`config.mk`:
```
export PLATFORM = sky130hd
export DESIGN_NAME = rv32_regfile_mp
export DESIGN_NICKNAME = d
export VERILOG_FILES = /design/src/rtl/rv32_regfile_mp.sv
export SDC_FILE = /design/constraint.sdc
export NUM_CORES = 1
export LEC_CHECK = 0
export CAP_MARGIN = 20
export CORE_AREA = 2 2 285 287
export CTS_BUF_LIST = sky130_fd_sc_hd__clkbuf_4 sky130_fd_sc_hd__clkbuf_8
export DETAILED_ROUTE_END_ITERATION = 16
export DIE_AREA = 0 0 287 289
export DONT_BUFFER_PORTS = 1
export PLACE_DENSITY_LB_ADDON = 0.1
export SETUP_SLACK_MARGIN = 0.05
export SYNTH_ARGS = -nofsm -noshare
export SYNTH_HDL_FRONTEND = slang
export SYNTH_SLANG_ARGS = --single-unit
```
`constraint.sdc`:
```
create_clock -name clk -period 2.4 [get_ports clk]
set_clock_uncertainty 0.15 [all_clocks]
set_input_delay 0.6 -clock clk [delete_from_list [all_inputs] [get_ports clk]]
set_output_delay 0.6 -clock clk [all_outputs]
set_load 0.005 [all_outputs]
```
`src/rtl/rv32_regfile_mp.sv`:
```
// rv32_regfile_mp: parametrised multi-read-port integer register file.
// Read addresses are captured on clk (held while stall_in=1). Data is read
// asynchronously from the captured address, so a write that commits on a
// capture edge, or while the address is held, is visible the next cycle.
// Optional feature macro: REGS_INIT_CLEAR_EN adds an INIT/READY sequencer
// that zeroes x1..x(NUM_REGS-1) after reset.
module rv32_regfile_mp #(
  parameter  int unsigned XLEN       = 32,
  parameter  int unsigned NUM_REGS   = 32,
  parameter  int unsigned READ_PORTS = 2,
  localparam int unsigned ADDR_W     = $clog2(NUM_REGS)
) (
  input  logic                         clk,
  input  logic                         reset_n,
  input  logic                         stall_in,
  input  logic                         writeback_flush_in,
  input  logic [READ_PORTS*ADDR_W-1:0] rs_in,
  input  logic [ADDR_W-1:0]            rd_in,
  input  logic                         rd_write_in,
  input  logic [XLEN-1:0]              rd_value_in,
  output logic [READ_PORTS*XLEN-1:0]   rs_value_out,
  output logic                         init_busy_out
);

  typedef logic [ADDR_W-1:0] addr_t;

  // Packed so that port p occupies bits [p*ADDR_W +: ADDR_W], matching rs_in.
  addr_t [READ_PORTS-1:0] addr_q;
  addr_t [READ_PORTS-1:0] addr_d;

  logic              wr_en;
  addr_t             wr_addr;
  logic [XLEN-1:0]   wr_data;

`ifdef REGS_INIT_CLEAR_EN
  typedef enum logic {ST_INIT, ST_READY} state_e;

  state_e state_q;
  addr_t  clr_cnt_q;
  logic   busy_q;

  // Clear sequencer: walk x1..x(NUM_REGS-1); terminal compare avoids counter wrap.
  always_ff @(posedge clk or negedge reset_n) begin
    if (!reset_n) begin
      state_q   <= ST_INIT;
      clr_cnt_q <= addr_t'(1);
      busy_q    <= 1'b1;
    end else if (state_q == ST_INIT) begin
      if (clr_cnt_q == addr_t'(NUM_REGS - 1)) begin
        state_q <= ST_READY;
        busy_q  <= 1'b0;
      end else begin
        clr_cnt_q <= clr_cnt_q + addr_t'(1);
      end
    end else begin
      state_q <= ST_READY;
      busy_q  <= 1'b0;
    end
  end

  assign init_busy_out = busy_q;
`else
  assign init_busy_out = 1'b0;
`endif

  // Single write port shared by writeback and the clear sequencer.
  always_comb begin
    wr_en   = rd_write_in & ~writeback_flush_in & (rd_in != '0) & ~init_busy_out;
    wr_addr = rd_in;
    wr_data = rd_value_in;
`ifdef REGS_INIT_CLEAR_EN
    if (state_q == ST_INIT) begin
      wr_en   = 1'b1;
      wr_addr = clr_cnt_q;
      wr_data = '0;
    end
`endif
  end

  // Next captured read addresses: hold on stall, otherwise take rs_in.
  always_comb begin
    addr_d = addr_q;
    if (!stall_in) begin
      addr_d = rs_in;
    end
  end

  // Captured read address registers.
  always_ff @(posedge clk or negedge reset_n) begin
    if (!reset_n) begin
      addr_q <= '0;
    end else begin
      addr_q <= addr_d;
    end
  end

  // Storage is replicated per read port so each copy has one write and one
  // read port; reading from the captured address provides both bypass cases.
  for (genvar p = 0; p < READ_PORTS; p++) begin : g_port
    logic [XLEN-1:0] mem [NUM_REGS];

    // Register array copy for this read port.
    always_ff @(posedge clk) begin
      if (wr_en) begin
        mem[wr_addr] <= wr_data;
      end
    end

    assign rs_value_out[p*XLEN +: XLEN] =
      (init_busy_out || (addr_q[p] == '0)) ? '0 : mem[addr_q[p]];
  end

endmodule

```
==> flow_summary.toml <==
[timing]
fin_crit_ns = 3.91
timing.final.crit_share = 1.63
worst_slew_pin_slew_ns = 1.10
hold_violations = 0
setup_slack_ns = -1.51
hold_slack_ns = 0.0711
rsz0062_at_grt = "true"
finalSetupViolCount = 64
slew_violations = 0
max_clock_freq_ghz = 0.255
slew_headroom = 0.264

[floorplan]
core_area_um2 = 79900
die_h_um = 289
rows = 104
io_pins = 117
initial_core_util = 0.594
fp.dieW_um = 287
die-area_um2 = 82900

[critical_path]
cpMostUsedCell = "buf_4"
critical-path-max-stage-delay_ns = 0.53
crit_start = "addr_q[2]$_DFFE_PN0N_"
cp-end-kind = "output pin"
reg2reg_to = "addr_q[7]$_DFFE_PN0N_"
crit_type = "reg -> out"
r2r_setup_slack_ns = 0.11
crit_chain = "buf_12 > buf_4 > nand3b_1 > buf_6 > buf_12 > o221ai_1 > a211oi_4 > buf_4 > nor3_2 > buf_4"
r2r_start = "addr_q[7]$_DFFE_PN0N_"
critPathRequiredTime_ns = 1.65
reg2reg_depth = 5
crit_arrival_ns = 3.16
critPathBufInv = 6
start_kind = "flop"
cp_top_family = "buffers and inverters"
critPathSlowestCell = "dfrtp_4"
crit_fanout = 13

[power]
seqPwrFrac = 0.458
pwr-share-comb = 0.189
p_clk_frac = 0.352
switching_share = 0.260
p_switching_mw = 11.4
vdd_drop_max_v = 0.000567
p_int_mw = 32.6
cellLeakagePower_nw = 20.1
p_per_area_nw_per_um2 = 731

[layout]
syn2layout_area_growth_pct = 26.9
fin_util = 0.754
fin_nets = 2946
drive_above_1_share = 0.501

[status]
status = "finished, violations left"
violations = "setup timing"

[hold_path]
hp-start = "rd_in[2]"
hp-class = "in -> reg"
holdPathStages = 2
min_to = "g_port[1].mem[4][5]$_DFFE_PP_"

[detailed_routing]
dr.first_iter.drc_count = 4061
wl_per_cell_um = 37.3
totalWireLength_um = 153000
postRouteAntennaNets = 0
num_vias = 29900
firstDrtPassIters = 5
drc = 0
vias_per_cell = 7.28

[synth]
synth_largest_area_cell = "edfxtp_1"
yosys-top-cells-area = "edfxtp_1 (65%), mux4_2 (22%), mux2i_1 (3.3%)"
yosysMostFrequentCell = "edfxtp_1"
synthesis.instances = 2306
synthTopCellsByCount = "edfxtp_1 (1024), mux4_2 (459), mux2i_1 (155), o22ai_1 (83), clkbuf_1 (73)"
synth_edf_count = 1024
async_flop_share = 0.00967
syn_area_per_cell_um2 = 20.6
synth_ff_type = "edfxtp_1"
netlist_area_um2 = 47500
yosysWarnings = 0
ys_ff_latch = 1034
yosysTopAreaCellShare = 0.648
yosysUniqueCellTypes = 43
ys_seq_area_frac = 0.653

[clock_network]
cts_made_buffers = 168
clk_latency_ns = 0.85
htreeDepth = 4
numClockSinks = 1034
root_buffer = "clkbuf_8"
cts.path.max_buffers = 3
path_clk_slew_ns = 0.07
cts_tree = "yes"

[placement]
io_buffer_count = 0
dp_hpwl_um = 92300
gp_congestion = 0.871

[global_route]
grt.total_usage = 0.365
grt_pass1_vias = 29800
grt-ovfl-total = 0
grt_pass1_wl_um = 212000
grt_max_degree = 44
grt_antenna_before_repair = 8

[run]
maxCapViolCount = 0
[how the worst max path moves through the flow]
stage,end,slack (ns),depth (start not counted)
finish,rs_value_out[10],-1.51,10
floorplan,g_port[1].mem[4][0]$_DFFE_PP_,-0.19,3
global placement,rs_value_out[7],-0.85,7
CTS,rs_value_out[7],-1.50,7
global route,rs_value_out[10],-1.55,10
detailed placement,rs_value_out[7],-0.81,7
[metal layers]
| metal | wire [um] | up-vias | part of all wire | track usage |
|---|---|---|---|---|
| met4 | 6800 | 4 | 0.044 | 0.147 |
| li1 | - | 11400 | - | - |
| met3 | 20000 | 453 | 0.13 | 0.0940 |
| met5 | 94 | - | 0.00061 | 0.00625 |
| met2 | 72600 | 2321 | 0.47 | 0.565 |
| met1 | 53700 | 15700 | 0.35 | 0.503 |
[power by group through the flow]
stage	combinational, mW	sequential, mW	clock [mW]
after global placement	6.12	20.6	0
after global routing	8.59	20.2	16.4
final	8.34	20.2	15.5
after detailed placement	6.19	20.6	0
after CTS	7.53	20.2	15.6
after floorplan	3.82	20.5	0
[metrics by stage]
| step | cell area (um2) | worst slack [ns] | std cells | power, mW | TNS, ns |
|---|---|---|---|---|---|
| CTS | 58600 | -1.50 | 4018 | 43.3 | -89.55 |
| detailed placement | 52400 | -0.808 | 3590 | 26.8 | -53.84 |
| finish | 60200 | -1.51 | 4105 | 44.1 | -89.47 |
| floorplan | 47900 | -0.187 | 2338 | 24.3 | -133.89 |
| global route | 60200 | -1.55 | 4099 | 45.2 | -92.21 |
| global placement | 52400 | -0.854 | 3590 | 26.7 | -54.42 |
[sequential cells by signal (all words and copies together) (netlist names)]
register	cells
addr_q	10
g_port.mem	1024
[area by class of cell]
| type | count | area [um2] |
|---|---|---|
| Sequential cell | 1034 | 31000 |
| Fill cell | 4444 | 19700 |
| Multi-Input combinational cell | 1109 | 17200 |
| Timing Repair Buffer | 580 | 7210 |
| Clock buffer | 224 | 2780 |
| Tap cell | 1060 | 1330 |
| Clock inverter | 88 | 617 |
| Antenna cell | 9 | 22.5 |
| Inverter | 1 | 3.75 |
[cell usage in the layout (no fill, tap or decap), types with 33 or more instances in the layout]
master and instances:
buf_6 50, buf_12 137, clkinv_1 46, a22o_1 61, mux2_2 34, o22ai_1 53
clkbuf_8 176, dlygate4sd3_1 53, edfxtp_1 1024, clkbuf_4 48, mux4_2 465, mux2i_1 151
buf_4 284, conb_1 33
[repair_timing]
action | CTS | global route
hold endpoints to repair | 1044 | 0
pin swaps | 62 | 58
gates cloned | 13 | 9
hold buffers | 53 | 0
resized for setup | 271 | 138
buffers inserted | 52 | 69
endpoints found under the setup margin | 64 | 64
[cell families after synthesis]
logic type             after synthesis  share of synthesized area
DFF                               1034                      0.653
muxes                              658                      0.263
buffers and inverters              195                     0.0227
and+or+nand+nor                    148                     0.0165
other                                1                  0.0000790
AOI/OAI and AO/OA                  270                     0.0450
No activity file was read; power rests on OpenSTA's default activity.
